===== src/rtl/inst_encoder_loader_pkg.sv =====
// inst_encoder_loader_pkg: class codes, opcodes, fixed instruction words and loader states
package inst_encoder_loader_pkg;
    typedef enum logic [3:0] {
        C_R, C_I, C_LOAD, C_STORE, C_BRANCH, C_LUI, C_AUIPC, C_JAL, C_JALR, C_SYSTEM, C_FENCE
    } cls_e;
    typedef enum logic [2:0] {S_IDLE, S_RUN, S_DRAIN, S_HALT, S_DONE} state_e;
    localparam logic [6:0] OP_R      = 7'b0110011;
    localparam logic [6:0] OP_I      = 7'b0010011;
    localparam logic [6:0] OP_LOAD   = 7'b0000011;
    localparam logic [6:0] OP_STORE  = 7'b0100011;
    localparam logic [6:0] OP_BRANCH = 7'b1100011;
    localparam logic [6:0] OP_LUI    = 7'b0110111;
    localparam logic [6:0] OP_AUIPC  = 7'b0010111;
    localparam logic [6:0] OP_JAL    = 7'b1101111;
    localparam logic [6:0] OP_JALR   = 7'b1100111;
    localparam logic [31:0] W_ECALL  = 32'h00000073;
    localparam logic [31:0] W_EBREAK = 32'h00100073;
    localparam logic [31:0] W_FENCE  = 32'h0FF0000F;
endpackage


===== src/rtl/inst_encoder_loader_if.sv =====
// inst_encoder_loader_if: request, control and instruction-memory write signals of the loader
interface inst_encoder_loader_if #(parameter int ADDR_W = 10);
    logic              start, flush, in_valid, in_ready, in_f7b5;
    logic [3:0]        in_class;
    logic [4:0]        in_rd, in_rs1, in_rs2;
    logic [2:0]        in_funct3;
    logic [31:0]       in_imm, mem_wdata;
    logic              mem_we, mem_ready, done, err;
    logic [ADDR_W-1:0] mem_addr;
    logic [ADDR_W:0]   count;
    modport slave (
        input  start, flush, in_valid, in_class, in_rd, in_rs1, in_rs2, in_funct3, in_f7b5, in_imm, mem_ready,
        output in_ready, mem_we, mem_addr, mem_wdata, count, done, err
    );
    modport master (
        output start, flush, in_valid, in_class, in_rd, in_rs1, in_rs2, in_funct3, in_f7b5, in_imm, mem_ready,
        input  in_ready, mem_we, mem_addr, mem_wdata, count, done, err
    );
endinterface


===== src/rtl/inst_encoder_loader_encode.sv =====
// inst_encode: combinational RV32I field-to-word encoder; legal=0 for unknown classes
module inst_encode import inst_encoder_loader_pkg::*; (
    input  logic [3:0]  cls,
    input  logic [4:0]  rd,
    input  logic [4:0]  rs1,
    input  logic [4:0]  rs2,
    input  logic [2:0]  funct3,
    input  logic        f7b5,
    input  logic [31:0] imm,
    output logic [31:0] word,
    output logic        legal
);
    logic [6:0] f7;
    assign f7 = {1'b0, f7b5, 5'b0};
    always_comb begin
        word  = '0;
        legal = 1'b1;
        case (cls)
            C_R:      word = {f7, rs2, rs1, funct3, rd, OP_R};
            C_I:      word = (funct3[1:0] == 2'b01) ? {f7, imm[4:0], rs1, funct3, rd, OP_I}
                                                    : {imm[11:0], rs1, funct3, rd, OP_I};
            C_LOAD:   word = {imm[11:0], rs1, funct3, rd, OP_LOAD};
            C_STORE:  word = {imm[11:5], rs2, rs1, funct3, imm[4:0], OP_STORE};
            C_BRANCH: word = {imm[12], imm[10:5], rs2, rs1, funct3, imm[4:1], imm[11], OP_BRANCH};
            C_LUI:    word = {imm[31:12], rd, OP_LUI};
            C_AUIPC:  word = {imm[31:12], rd, OP_AUIPC};
            C_JAL:    word = {imm[20], imm[10:1], imm[11], imm[19:12], rd, OP_JAL};
            C_JALR:   word = {imm[11:0], rs1, 3'b000, rd, OP_JALR};
            C_SYSTEM: word = imm[0] ? W_EBREAK : W_ECALL;
            C_FENCE:  word = W_FENCE;
            default:  legal = 1'b0;
        endcase
    end
endmodule


===== src/rtl/inst_encoder_loader.sv =====
// inst_encoder_loader: encodes field requests into RV32I words, buffers them and writes instruction memory
// INST_LOADER_HALT_EN: append an EBREAK after the drained program before reporting done
module inst_encoder_loader import inst_encoder_loader_pkg::*; #(
    parameter int ADDR_W     = 10,
    parameter int BASE_ADDR  = 0,
    parameter int FIFO_DEPTH = 4
) (
    input logic                  clk,
    input logic                  rst,
    inst_encoder_loader_if.slave bus
);
    localparam int PW = $clog2(FIFO_DEPTH);
    localparam logic [ADDR_W-1:0] BASE = ADDR_W'(BASE_ADDR);
    state_e            state, state_n, drain_exit;
    logic [31:0]       fifo [FIFO_DEPTH];
    logic [PW:0]       wp, rp;
    logic [ADDR_W-1:0] addr;
    logic [ADDR_W:0]   cnt;
    logic [31:0]       enc;
    logic              ovf, err_q, legal, empty, full, accept, fire, last;

    inst_encode u_enc (
        .cls(bus.in_class), .rd(bus.in_rd), .rs1(bus.in_rs1), .rs2(bus.in_rs2),
        .funct3(bus.in_funct3), .f7b5(bus.in_f7b5), .imm(bus.in_imm), .word(enc), .legal(legal)
    );

    assign empty  = wp == rp;
    assign full   = (wp[PW] != rp[PW]) && (wp[PW-1:0] == rp[PW-1:0]);
    assign accept = bus.in_valid && bus.in_ready;
    assign fire   = bus.mem_we && bus.mem_ready;
    assign last   = addr == '1;

    assign bus.in_ready  = (state == S_RUN) && !full && !ovf;
    assign bus.mem_we    = (state == S_HALT) || (!empty && (state == S_RUN || state == S_DRAIN));
    assign bus.mem_wdata = (state == S_HALT) ? W_EBREAK : empty ? '0 : fifo[rp[PW-1:0]];
    assign bus.mem_addr  = addr;
    assign bus.count     = cnt;
    assign bus.done      = state == S_DONE;
    assign bus.err       = err_q;

`ifdef INST_LOADER_HALT_EN
    assign drain_exit = ovf ? S_DONE : S_HALT;
`else
    assign drain_exit = S_DONE;
`endif

    always_comb begin
        state_n = bus.start                       ? S_RUN      :
                  (state == S_RUN && bus.flush)   ? S_DRAIN    :
                  (state == S_DRAIN && empty)     ? drain_exit :
                  (state == S_HALT && fire)       ? S_DONE     : state;
    end

    always_ff @(posedge clk) state <= rst ? S_IDLE : state_n;

    always_ff @(posedge clk) begin
        if (accept && legal)
            fifo[wp[PW-1:0]] <= enc;
    end

    always_ff @(posedge clk) begin
        if (rst || bus.start) begin
            wp    <= '0;
            rp    <= '0;
            addr  <= BASE;
            cnt   <= '0;
            ovf   <= 1'b0;
            err_q <= 1'b0;
        end else begin
            if (fire) begin
                addr <= addr + 1'b1;
                cnt  <= cnt + 1'b1;
            end
            // writing the top address ends the program: the buffer and any same-cycle push are dropped
            if (fire && last) begin
                ovf <= 1'b1;
                wp  <= '0;
                rp  <= '0;
            end else begin
                if (accept && legal) wp <= wp + 1'b1;
                if (fire && !empty) rp <= rp + 1'b1;
            end
            if ((accept && !legal) || (fire && last)) err_q <= 1'b1;
        end
    end
endmodule


===== src/flat_wrapper.sv =====
// flat-port wrapper written by rule: the top's interface ports become plain ports
module inst_encoder_loader_flat import inst_encoder_loader_pkg::*;
#(
    parameter int ADDR_W     = 10,
    parameter int BASE_ADDR  = 0,
    parameter int FIFO_DEPTH = 4
)
  (clk, rst, bus_start, bus_flush, bus_in_valid, bus_in_class, bus_in_rd, bus_in_rs1, bus_in_rs2, bus_in_funct3, bus_in_f7b5, bus_in_imm, bus_mem_ready, bus_in_ready, bus_mem_we, bus_mem_addr, bus_mem_wdata, bus_count, bus_done, bus_err);
  inst_encoder_loader_if #(.ADDR_W(ADDR_W)) bus_i ();
  input logic clk;
  input logic rst;
  input wire logic [$bits(bus_i.start)-1:0] bus_start;
  input wire logic [$bits(bus_i.flush)-1:0] bus_flush;
  input wire logic [$bits(bus_i.in_valid)-1:0] bus_in_valid;
  input wire logic [$bits(bus_i.in_class)-1:0] bus_in_class;
  input wire logic [$bits(bus_i.in_rd)-1:0] bus_in_rd;
  input wire logic [$bits(bus_i.in_rs1)-1:0] bus_in_rs1;
  input wire logic [$bits(bus_i.in_rs2)-1:0] bus_in_rs2;
  input wire logic [$bits(bus_i.in_funct3)-1:0] bus_in_funct3;
  input wire logic [$bits(bus_i.in_f7b5)-1:0] bus_in_f7b5;
  input wire logic [$bits(bus_i.in_imm)-1:0] bus_in_imm;
  input wire logic [$bits(bus_i.mem_ready)-1:0] bus_mem_ready;
  output wire logic [$bits(bus_i.in_ready)-1:0] bus_in_ready;
  output wire logic [$bits(bus_i.mem_we)-1:0] bus_mem_we;
  output wire logic [$bits(bus_i.mem_addr)-1:0] bus_mem_addr;
  output wire logic [$bits(bus_i.mem_wdata)-1:0] bus_mem_wdata;
  output wire logic [$bits(bus_i.count)-1:0] bus_count;
  output wire logic [$bits(bus_i.done)-1:0] bus_done;
  output wire logic [$bits(bus_i.err)-1:0] bus_err;
  assign bus_i.start = bus_start;
  assign bus_i.flush = bus_flush;
  assign bus_i.in_valid = bus_in_valid;
  assign bus_i.in_class = bus_in_class;
  assign bus_i.in_rd = bus_in_rd;
  assign bus_i.in_rs1 = bus_in_rs1;
  assign bus_i.in_rs2 = bus_in_rs2;
  assign bus_i.in_funct3 = bus_in_funct3;
  assign bus_i.in_f7b5 = bus_in_f7b5;
  assign bus_i.in_imm = bus_in_imm;
  assign bus_i.mem_ready = bus_mem_ready;
  assign bus_in_ready = bus_i.in_ready;
  assign bus_mem_we = bus_i.mem_we;
  assign bus_mem_addr = bus_i.mem_addr;
  assign bus_mem_wdata = bus_i.mem_wdata;
  assign bus_count = bus_i.count;
  assign bus_done = bus_i.done;
  assign bus_err = bus_i.err;
  inst_encoder_loader #(.ADDR_W(ADDR_W), .BASE_ADDR(BASE_ADDR), .FIFO_DEPTH(FIFO_DEPTH)) u_core (.clk(clk), .rst(rst), .bus(bus_i));
endmodule

===== config.mk =====
export PLATFORM = sky130hd
export DESIGN_NAME = inst_encoder_loader_flat
export DESIGN_NICKNAME = d
export VERILOG_FILES = /design/src/rtl/inst_encoder_loader_pkg.sv /design/src/rtl/inst_encoder_loader_if.sv /design/src/rtl/inst_encoder_loader_encode.sv /design/src/rtl/inst_encoder_loader.sv /design/src/flat_wrapper.sv
export SDC_FILE = /design/constraint.sdc
export NUM_CORES = 1
export LEC_CHECK = 0
export ABC_AREA = 1
export CORE_AREA = 10 10 216 116
export CTS_BUF_LIST = sky130_fd_sc_hd__clkbuf_16
export CTS_CLUSTER_DIAMETER = 50
export CTS_CLUSTER_SIZE = 14
export DETAILED_ROUTE_END_ITERATION = 10
export DIE_AREA = 0 0 226 126
export SETUP_SLACK_MARGIN = 0.1
export SLEW_MARGIN = 40
export SYNTH_ARGS = -nofsm -noshare
export SYNTH_HDL_FRONTEND = slang
export SYNTH_SLANG_ARGS = --single-unit

===== constraint.sdc =====
create_clock -name clk -period 5 [get_ports clk]
set_clock_uncertainty 0.1 [all_clocks]
set_input_delay 0.5 -clock clk [delete_from_list [all_inputs] [get_ports clk]]
set_output_delay 0.5 -clock clk [all_outputs]
set_load 0.05 [all_outputs]

# --- After elaboration in Yosys (flattened, before gate mapping) ---
# Memory sizes are Yosys's and may differ from the RTL's. A register that Yosys moved wholly into a read port is not among the register bits.
# Index checks and enable logic that the tools add are counted.
word_totals:
  register_bits: 32
  mem_bits_rw: 128
  input_bits: 61
  mem_count: 1
mem_list:
  columns: ["name", "words", "word_bits", "rd", "rd_clocked_by_memory_dff", "write_ports", "line_no", "text"]
  rows:
  - ["u_core.fifo", 4, 32, 1, 1, 1, "inst_encoder_loader.sv:15", "logic [31:0] fifo [FIFO_DEPTH];"]
classes:
  add_sub_neg: 4
  eq_ne: 19
  n_mux: 14
  n_reduce_logical: 29
op_table:
  columns: ["op", "n"]
  rows:
  - ["$pmux 32 s11", 1]
  - ["$mux 32", 3]
  - ["$mux 21", 1]
  - ["$eq 4x3->1 const B", 4]
  - ["$logic_and 1x1->1", 13]
  - ["$eq 4x4->1 const B", 3]
  - ["$add 11x1->11 const B", 1]
  - ["$reduce_or 11->1", 1]
  - ["$add 10x1->10 const B", 1]
  - ["$eq 10x10->1 const B", 1]
  - ["$eq 4x2->1 const B", 2]
  - ["$add 3x1->3 const B", 2]
  - ["$eq 3x2->1 const B", 2]
  - ["$mux 2", 3]
  - ["$mux 3", 2]
  - ["$eq 4x1->1 const B", 1]
  - ["$logic_not 1->1", 4]
  - ["$logic_not 4->1", 1]
  - ["$logic_or 1x1->1", 4]
  - ["$mux 1", 4]
  - ["$reduce_bool 4->1", 1]
  - ["$reduce_or 2->1", 2]
  - ["$eq 3x1->1 const B", 1]
  - ["$eq 3x3->1", 1]
  - ["other kinds (7)", 7]

# --- Depth between registers and ports, before layout ---
# Gate-level depths: netlist of run 1.
logic_depth:
  word_depth: 10
  ltp_mapped: 12
  mapped_depth_nobuf: 11

# --- Modules after synthesis ---
# From an unflattened synthesis of run 1, not the netlist that was laid out.
hier_totals:
  hier_cells: 941
  area_unflattened_um2: 8069.0
modules_own_cells:
  columns: ["module", "n_inst", "cells_each", "area_each_um2"]
  rows:
  - ["inst_encoder_loader", 1, 668, 6904.1]
  - ["inst_encode", 1, 273, 1164.9]

# --- Least setup slack after synthesis of run 1 ---
# OpenSTA, ideal clock, no wires.
synth_path:
  kind: "in2reg"
  startpoint: "input port bus_in_class[0]"
  endpoint: "memory u_core.fifo[0][10] (enable)"
  setup_ps: 419
  t_arrival_ps: 2397
  t_required_ps: 4481
  setup_slack_ps: 2084
  cell_stages: 5
  n_path_buf: 0
  cell_sequence: "nand2_1 a21oi_1 inv_1 nand4_2 nor2_1"
synth_via:
  elab_chain_len: 6
  elab_cells_between_ends: 16
synth_lines:
  columns: ["item", "line_no", "text"]
  rows:
  - ["from (decl)", "flat_wrapper.sv:15", "input wire logic [$bits(bus_i.in_class)-1:0] bus_in_class;"]
  - ["$eq 4x4->1 (tied with other cells)", "inst_encoder_loader_encode.sv:18", "case (cls)"]
  - ["$reduce_or 11->1 (no line) *", null, null]
  - ["$mux 1 *", "inst_encoder_loader_encode.sv:18", null]
  - ["$logic_and 1x1->1 *", "inst_encoder_loader.sv:57", "if (accept && legal)"]
  - ["$mux 1 *", "inst_encoder_loader.sv:57", null]
  - ["$mux 1 (not written as such) *", "inst_encoder_loader.sv:58", "fifo[wp[PW-1:0]] <= enc;"]
  - ["to (decl)", "inst_encoder_loader.sv:15", null]
# Every way passes the cells marked *; elsewhere a longest branch is shown, timed or not.

# --- Final worst setup path of run 1 ---
layout_path:
  startpoint: "register u_core.wp[0]"
  endpoint: "output port bus_mem_wdata[26]"
layout_via:
  elab_chain_len: 3
layout_lines:
  columns: ["item", "line_no", "text"]
  rows:
  - ["from (decl)", "inst_encoder_loader.sv:16", "logic [PW:0] wp, rp;"]
  - ["from (signal assigned)", "inst_encoder_loader.sv:80", "if (accept && legal) wp <= wp + 1'b1;"]
  - ["$eq 3x3->1", "inst_encoder_loader.sv:27", "assign empty = wp == rp;"]
  - ["$mux 32 (2 in a row)", "inst_encoder_loader.sv:35", "assign bus.mem_wdata = (state == S_HALT) ? W_EBREAK : empty ? '0 : fifo[rp[PW-1:0]];"]
  - ["to (decl)", "flat_wrapper.sv:26", "output wire logic [$bits(bus_i.mem_wdata)-1:0] bus_mem_wdata;"]
# No other way between the ends.

==> impl_results.md, run 1 <==
- CTS Buf Count: 17
- Reg power frac: 0.510
- Average wire per cell in the routed design: 17.6 µm
- Netlist cell types: 38
- Relative max-transition margin: 0.445
- Crit share post-route: 0.731
- Hold_buf cts: 0
- Final hold vios: 0
- Height of the chip: 126 µm
- Total Routing Usage GR: 0.147
- Share of cells above drive strength 1: 0.0616
- CP delay by family, top: buffers and inverters
- Hold WC Path Type: flip-flop to flip-flop
- Post-Synthesis Cells: 783
- Post-synth top flop: edfxtp_1
- Final-report max-slew violation count: 0
- Fin crit period: 3.65 ns
- Sw frac: 0.239
- I/O Buffers: 117
- Resized Gates After CTS: 0
- Core area: 21,300 µm²
- Yosys reg bits: 158
- Placer congestion estimate: 0.828
- Largest family of logic cells by synthesized area: simple AND/OR/NAND/NOR gates
- CTS sink count: 158
- Buf/Inv on CP: 3
- Crit path DAT: 3.05 ns
- P_int: 2.16 mW
- Synth top area cells: edfxtp_1, dfxtp_1, nand2_1
- Crit path from: u_core.wp[0]
- Number of synthesized flops with an enable pin: 124
- Insertion delay to the later sink of the worst-skew pair: 0.42 ns
- HP Start: u_core.ovf
- Number of global-route vias before repair: 5,492
- Vias: 5,766
- Fmax: 0.274 GHz
- Most frequent cells in the layout: nand2_1, nor2_1, edfxtp_1, clkdlybuf4s50_1, o21ai_0
- Reg2Reg Depth: 11
- Setup-failing EPs final: 0
- Die width: 226 µm
- Drt initial violations: 572
- Cells after DPL: 1,157
- Leak: 3.37 nW
- CP max FO: 18
- Post-synth top area share: 0.511
- # rows: 38
- ANT nets after route: 0
- Setup Buffers After CTS: 0
- Syn_area_per_cell: 9.31 µm²
- Logic pwr share: 0.074
- Layout Nets: 964
- Max_cap viols: 0
- Core Util, Final: 0.438
- Area growth from synthesis to layout: 27.7%
- DRC: 0
- RSZ-0062 raised after global routing: false
- Commonest non-fill, non-tap cell in the layout: nand2_1
- CTS Root Cell: clkbuf_16
- H-tree depth: 4
- Crit start category: flip-flop
- GRT overflow: 0
- Syn_nets: 851
- Worst EP required: 4.40 ns
- Worst-Margin Slew: 0.826 ns
- Post-DP HPWL: 14.7 mm
- Switching power: 0.677 mW
- Finished Layout Cells: 1,189
- Synth area leader: edfxtp_1
- Clock-pin slew on the worst setup and hold paths: 0.06 ns
- Largest net degree at the start of global routing: 68
- Mux cell area share after synthesis: 0
- DR pass1 iterations: 5
- Part of the total power dissipated in the clock network: 0.416
- Total wire length: 20.9 mm
- CP max-delay cell: clkdlybuf4s50_1
- FFs w/ async S/R, synth: 0
- Compound-Gate Fraction of Synth Area: 0.101
- Outcome: finished clean
- Clock Tree Buf Depth: 2
- Critical path class: flip-flop to output pin
- Critical Path Max Stage Delay: 0.85 ns
- Die ar.: 28,500 µm²
- Syn. warnings: 0
- Global-route wire length before repair: 32.4 mm
- Setup tns final: 0 ns
- Post-Synth XOR/XNOR Area: 0.0156
- R2R Path Start: u_core.wp[0]
- WP depth: 8
- Simple-Gate Fraction of Synth Area: 0.216
- Peak supply drop: 0.262 mV
- Initial core utilization: 0.343
- Crit path capture type: output pin
- Pwr/cell area: 305 nW/µm²
- WHS Path Cells: 2
- Vias per inst: 4.85
- Io pins: 118
- ANT cells: 0
- Initial antenna violation count: 0
- Synth Area in Adders: 0.0120
- Synth Cell Area: 7290 µm²
- CP Cell Sequence: inv_1 -> nand2_1 -> nand2_1 -> nand3_4 -> nand2_1 -> buf_4 -> a21oi_1 -> clkdlybuf4s50_1
- CTS tree: yes
- Sequential share of the synthesized area: 0.604
- Most used cell, CP: nand2_1
==> worst paths after layout <==
kind                                          endpoint  slack [ns]
worst max-delay path                 bus_mem_wdata[26]        1.35
worst min-delay path                        u_core.ovf        0.35
worst max register to register  u_core.bus.mem_addr[0]        2.75
worst min register to register              u_core.ovf        0.35
==> synth_stat cells, drive strengths merged, types with 3 or more instances <==
cell type,number
nand4,11
clkbuf,15
xnor2,3
nand3,50
nor3,4
a21oi,59
nand2,158
inv,52
buf,17
ha,7
nor2,146
xor2,10
nand3b,4
o21ai,77
edfxtp,124
dfxtp,34
==> final cells by class <==
type | instances | area, µm²
flip-flops and latches | 158 | 4410
repair buffers | 126 | 1270
clock inverters | 15 | 115
well taps | 280 | 350
inverters | 54 | 206
clock buffers | 17 | 425
fillers | 2022 | 11900
multi-input cells | 539 | 2530
==> registers in the layout (all words and copies together), names as in the netlist, named ones only <==
name,cells
u_core.fifo,124
u_core.rp,3
u_core.state,3
u_core.bus.err,1
u_core.bus.mem_addr,10
u_core.bus.count,11
u_core.wp,3
u_core.ovf,1
==> logic make-up (layout without fill, tap and decap cells) <==
group                    count (synthesis)  in the layout
AND/OR/NAND/NOR                        376            376
flip-flops                             158            158
AO/OA/AOI/OAI                          143            143
buffers and inverters                   86            212
XOR/XNOR                                13             13
adder cells (fa/ha/maj)                  7              7
==> worst min-delay path: stages, from the launching register on <==
cell     delay [ns]
dfxtp_1        0.31
inv_1          0.04
a21oi_1        0.05
==> power by group through the flow <==
stage | logic, mW | registers (mW) | clock network, mW
final | 0.210 | 1.45 | 1.18
after detailed placement | 0.210 | 1.47 | 0
after floorplan | 0.102 | 1.47 | 0
after global placement | 0.209 | 1.47 | 0
after global routing | 0.230 | 1.45 | 1.26
after CTS | 0.211 | 1.45 | 1.21
==> through the flow <==
step | hold slack [ns] | total power [mW] | instance area [µm²] | setup slack, ns
2_1_floorplan | 0.330 | 1.58 | 7290 | 2.08
3_3_place_gp | 0.339 | 1.68 | 8710 | 1.34
3_5_place_dp | 0.342 | 1.69 | 8760 | 1.79
4_1_cts | 0.352 | 2.87 | 9300 | 1.33
5_1_grt | 0.382 | 2.94 | 9300 | 1.11
6_report | 0.349 | 2.84 | 9300 | 1.35
==> routing by layer <==
| metal | vias up | share of wire | GRT usage |
|---|---|---|---|
| li1 | 2884 | - | - |
| met1 | 2724 | 0.50 | 0.218 |
| met2 | 148 | 0.44 | 0.211 |
| met3 | 10 | 0.054 | 0.0348 |
| met4 | 0 | 0.0047 | 0.0332 |
| met5 | - | 0 | 0 |
(Power assumes the default switching activity.)
==> inputs of run 2 (changes only) <==
- clock period: 5 -> 3.8 ns (I/O delays scaled with it)
==> impl_results.md, run 2 (same netlist as run 1, synthesis figures left out) <==
- Fin crit period: 3.08 ns
- Global-route wire length before repair: 33.2 mm (+2.7%)
- Critical path class: flip-flop to output pin
- Max reg flops: 124 (unchanged)
- Post-place setup slack: 0.965 ns (-0.823 ns)
- Sw frac: 0.245 (+0.00655)
- Relative max-transition margin: 0.429 (-0.0162)
- Layout Nets: 969 (+0.52%)
- Initial core utilization: 0.343 (unchanged)
- Switching power: 0.956 mW (+41%)
- Setup tns final: 0 ns (unchanged)
- Height of the chip: 126 µm (unchanged)
- P_int: 2.94 mW (+36%)
- Hold WS: 0.357 ns (+0.00779 ns)
- Total wire length: 21.4 mm (+2.6%)
- Post-DP HPWL: 15.1 mm (+2.6%)
- Final-report max-slew violation count: 0 (unchanged)
- Most frequent cells in the layout: nand2_1, nor2_1, edfxtp_1, clkdlybuf4s50_1, o21ai_0
- CP max FO: 24 (+6)
- Area growth from synthesis to layout: 32.0%
- Setup Buffers After CTS: 0 (unchanged)
- Reg power frac: 0.488 (-0.022)
- DRC: 0 (unchanged)
- Crit share post-route: 0.811
- Die ar.: 28,500 µm² (unchanged)
- Max_cap viols: 0 (unchanged)
- Outcome: finished clean
- Core area: 21,300 µm² (unchanged)
- RSZ-0062 raised after global routing: false
- Worst Setup Slack, final: 0.720 ns (-0.626 ns)
- Initial antenna violation count: 0 (unchanged)
- Largest net degree at the start of global routing: 39 (-43%)
- ANT cells: 0 (unchanged)
- Final hold vios: 0 (unchanged)
- Filler Cell Count: 2,006 (-0.79%)
- Drt initial violations: 487 (-15%)
- Part of the total power dissipated in the clock network: 0.439 (+0.023)
- Commonest non-fill, non-tap cell in the layout: nand2_1
- Placer congestion estimate: 0.865 (+4.5%)
- Worst-Margin Slew: 0.850 ns (+0.0241 ns)
- Vias: 5,902 (+2.4%)
- ANT nets after route: 0 (unchanged)
- Insertion delay to the later sink of the worst-skew pair: 0.43 ns (about the same)
- Peak supply drop: 0.335 mV (+28%)
- FF/Latch Area: 4410 µm² (unchanged)
- CTS sink count: 158 (unchanged)
- Io pins: 118 (unchanged)
- Crit path DAT: 2.60 ns (-0.45 ns)
- Clock Tree Buf Depth: 2 (unchanged)
- Crit start category: flip-flop
- I/O Buffers: 117 (unchanged)
- Fmax: 0.325 GHz
- Vias per inst: 4.94 (+1.9%)
- Die width: 226 µm (unchanged)
- Multi-input logic area: 2530 µm² (about the same)
- R2R Path Start: u_core.state[1]
- Worst EP required: 3.32 ns (-1.08 ns)
- GRT overflow: 0 (unchanged)
- Share of cells above drive strength 1: 0.0974 (+0.0358)
- Clock-pin slew on the worst setup and hold paths: 0.07 ns (about the same)
- Crit path capture type: output pin
- CTS tree: yes
- Number of global-route vias before repair: 5,492 (unchanged)
- CTS Buf Count: 17 (unchanged)
- H-tree depth: 4 (unchanged)
- Setup-failing EPs final: 0 (unchanged)
- Total Routing Usage GR: 0.152 (+0.00525)
- Logic pwr share: 0.073 (about the same)
- # rows: 38 (unchanged)
- DR pass1 iterations: 5 (unchanged)
- Hold_buf cts: 0 (unchanged)
- HP Start: u_core.ovf
- CTS Root Cell: clkbuf_16
- Pwr/cell area: 405 nW/µm² (+33%)
- Hold WC Path Type: flip-flop to flip-flop
- Leak: 3.52 nW (+4.5%)
- Resized Gates After CTS: 0 (unchanged)
- Average wire per cell in the routed design: 17.9 µm (+2.1%)
==> run 2: cell types whose count changed in the layout (fill, tap and decap cells not counted), sizes merged <==
cell,delta
buf,+30
clkinv,-3
inv,+2
clkdlybuf4s50,-25
bufinv,+1
==> run 2: critical path: stages (launching register included) <==
cell,delay (ns)
dfxtp_2,0.59
buf_4,0.36
a21oi_1,0.12
o21ai_0,0.10
nand3_1,0.10
nand2_1,0.09
clkdlybuf4s50_1,0.81
==> run 2: layer usage <==
metal / GRT usage / wire length (µm) / vias to the layer above
li1: - / - / 2900
met3: 0.0343 / 1460 / 19
met4: 0.0399 / 272 / 0
met1: 0.225 / 10600 / 2785
met2: 0.218 / 9090 / 198
met5: 0 / 0 / -
==> run 2: worst paths after layout <==
| check | cells after the start | slack, ns | endpoint |
|---|---|---|---|
| setup reg to reg | 6 | 1.53 | u_core.fifo[1][17] |
| setup / recovery | 6 | 0.72 | bus_mem_wdata[0] |
| hold / removal | 2 | 0.36 | u_core.ovf |
| hold reg to reg | 2 | 0.36 | u_core.ovf |
==> run 2: area by class of cell <==
cell class	instances	area share
clock buffer	17	0.0442
clock inverter	15	0.0174
inverter	54	0.0211
multi-input combinational	539	0.263
sequential	158	0.458
tap	280	0.0364
timing repair buffer	131	0.160
==> run 2: through the flow <==
step	power (mW)	cells	instance area, µm²	util
6_report	3.90	1194	9620	0.453
5_1_grt	4.04	1194	9620	0.453
4_1_cts	3.93	1194	9620	0.453
3_5_place_dp	2.22	1162	9020	0.425
3_3_place_gp	2.22	1162	9020	0.425
2_1_floorplan	2.07	783	7290	-
==> run 2: power by group through the flow <==
stage	Sequential, mW	Combinational [mW]	Clock, mW
after floorplan	1.94	0.134	0
after global placement	1.94	0.283	0
after detailed placement	1.94	0.283	0
after CTS	1.90	0.284	1.74
after global routing	1.90	0.311	1.83
final	1.90	0.285	1.71
==> inputs of run 3 (changes only) <==
- clock period: 3.8 -> 2.8 ns (I/O delays scaled with it)
==> impl_results.md, run 3 (same netlist as run 1, synthesis figures left out) <==
- Part of the total power dissipated in the clock network: 0.452 (+0.013)
- CTS Buf Count: 17 (unchanged)
- CP max-delay cell: dfxtp_1
- I/O Buffers: 117 (unchanged)
- Final hold vios: 0 (unchanged)
- Sw frac: 0.234 (-0.0112)
- Met2 Wirelength: 9.20 mm (+1.2%)
- GRT overflow: 0 (unchanged)
- Total wire length: 21.6 mm (+0.80%)
- Drt initial violations: 591 (+21%)
- Critical Path Max Stage Delay: 0.43 ns (-0.38 ns)
- Most used cell, CP: nand2_1
- # rows: 38 (unchanged)
- Core area: 21,300 µm² (unchanged)
- DRC: 0 (unchanged)
- Initial antenna violation count: 1 (+1)
- CTS sink count: 158 (unchanged)
- Critical path class: flip-flop to output pin
- Setup Buffers After CTS: 0 (unchanged)
- CP max FO: 26 (+8.3%)
- Crit path from: u_core.wp[0]
- Layout Nets: 975 (+0.62%)
- Leak: 3.63 nW (+3.1%)
- Vias per inst: 4.89 (-1.1%)
- DR pass1 iterations: 6 (+1)
- Commonest non-fill, non-tap cell in the layout: nand2_1
- Wl on met1: 10.4 mm (-1.8%)
- Total Routing Usage GR: 0.151 (-0.00156)
- Initial core utilization: 0.343 (unchanged)
- Final-report max-slew violation count: 0 (unchanged)
- CP Cell Sequence: inv_1 -> nand2_1 -> nand2_1 -> nand3_4 -> nand2_1 -> buf_6 -> a21oi_1 -> buf_12
- Reg2Reg Depth: 8 (+2)
- Relative max-transition margin: 0.571 (+0.142)
- Core Util, Final: 0.462 (+0.00907)
- Max_cap viols: 0 (unchanged)
- Height of the chip: 126 µm (unchanged)
- WHS Path Cells: 2 (unchanged)
- Share of cells above drive strength 1: 0.109 (+0.0113)
- Clock Tree Buf Depth: 2 (unchanged)
- Area growth from synthesis to layout: 34.6%
- Max reg flops: 124 (unchanged)
- Setup tns final: 0 ns (unchanged)
- Logic pwr share: 0.075 (+0.002)
- ANT nets after route: 0 (unchanged)
- Crit path DAT: 2.12 ns (-0.48 ns)
- Most frequent cells in the layout: nand2_1, nor2_1, edfxtp_1, clkdlybuf4s50_1, o21ai_0
- Global-route wire length before repair: 33.2 mm (-0.17%)
- Switching power: 1.28 mW (+33%)
- P_int: 4.18 mW (+42%)
- Largest net degree at the start of global routing: 68 (+74%)
- HP Start: rst
- R2R Path Start: u_core.bus.mem_addr[0]
- Post-place setup slack: 0.224 ns (-0.741 ns)
- Worst EP required: 2.42 ns (-0.90 ns)
- Highest Signal Layer: met4
- Hold Path Sink: u_core.state[0]
- CTS Root Cell: clkbuf_16
- CTS tree: yes
- Filler Cell Count: 1,946 (-3.0%)
- Outcome: finished clean
- Placer congestion estimate: 0.904 (+4.5%)
- Worst Setup Slack, final: 0.303 ns (-0.417 ns)
- Post-DP HPWL: 15.0 mm (-0.53%)
- RSZ-0062 raised after global routing: false
- H-tree depth: 4 (unchanged)
- Die ar.: 28,500 µm² (unchanged)
- Internal reg-to-reg setup slack: 0.64 ns (-0.89 ns)
- Clock-pin slew on the worst setup and hold paths: 0.07 ns (about the same)
- Crit path capture type: output pin
- Pwr/cell area: 556 nW/µm² (+37%)
- Fmax: 0.400 GHz
- Hold WS: 0.340 ns (-0.0174 ns)
- Worst-Margin Slew: 0.637 ns (-0.213 ns)
- Peak supply drop: 0.438 mV (+31%)
- Power Total: 5.45 mW (+40%)
- Setup-failing EPs final: 0 (unchanged)
- Fin crit period: 2.50 ns
- Die width: 226 µm (unchanged)
- Crit share post-route: 0.892
- Met3 wire len: 1.77 mm (+21%)
- ANT cells: 0 (unchanged)
- Io pins: 118 (unchanged)
- Number of global-route vias before repair: 5,553 (+1.1%)
- Hold WC Path Type: input pin to flip-flop
- Reg power frac: 0.473 (-0.015)
- Crit start category: flip-flop
- Insertion delay to the later sink of the worst-skew pair: 0.42 ns (about the same)
- Vias: 5,864 (-0.64%)
- Average wire per cell in the routed design: 18.0 µm (+0.30%)
## run 3: cell count changes in the layout (fill, tap and decap cells not counted), sizes merged, moves of 2 or more
cell and delta:
buf +13, bufinv +2, clkdlybuf4s50 -8, clkinvlp -2
## run 3: power groups by stage
| stage | Clock [mW] | Combinational, mW | Sequential, mW |
|---|---|---|---|
| floorplan | 0 | 0.182 | 2.63 |
| global placement | 0 | 0.400 | 2.63 |
| detailed placement | 0 | 0.403 | 2.63 |
| CTS | 2.52 | 0.404 | 2.58 |
| global route | 2.63 | 0.438 | 2.58 |
| finish | 2.47 | 0.406 | 2.58 |
## run 3: area by class of cell
class	instances	area (µm²)	share of cell area
Clock buffer	17	425	0.0434
Timing Repair Buffer	137	1690	0.172
Sequential cell	158	4410	0.449
Multi-Input combinational cell	539	2530	0.258
Tap cell	280	350	0.0357
Clock inverter	15	204	0.0208
Inverter	54	203	0.0207
## run 3: worst max path at each step
stage / endpoint / slack [ns] / cells past startpoint
after global placement: u_core.fifo[1][18] / 0.29 / 7
after detailed placement: u_core.fifo[1][25] / 0.22 / 7
final: bus_mem_wdata[23] / 0.30 / 8
after floorplan: u_core.fifo[0][10] / 0.02 / 6
after CTS: bus_mem_wdata[30] / 0.18 / 8
after global routing: bus_mem_wdata[23] / 0.11 / 8
## run 3: what timing repair did
action                                  CTS  global route
cloned                                    0             0
hold buffers                              0             0
gates resized for setup                   1             2
endpoints found under the setup margin    1            20
## run 3: worst max-delay path: cells and delay by family (launching register included)
family / cells / cell delay [ns]
buffers and inverters: 3 / 0.50
DFF: 1 / 0.43
and+or+nand+nor: 4 / 0.41
AOI/OAI and AO/OA: 1 / 0.34
## run 3: metal layers
metal	global-route usage	vias up
met5	0	-
met4	0.0371	0
met3	0.0399	13
met2	0.218	208
met1	0.218	2738
li1	-	2905
## run 3: stage by stage
stage | area (µm²) | cells
6_report | 9810 | 1200
5_1_grt | 9810 | 1200
4_1_cts | 9800 | 1200
3_5_place_dp | 9180 | 1168
3_3_place_gp | 9180 | 1168
2_1_floorplan | 7290 | 783
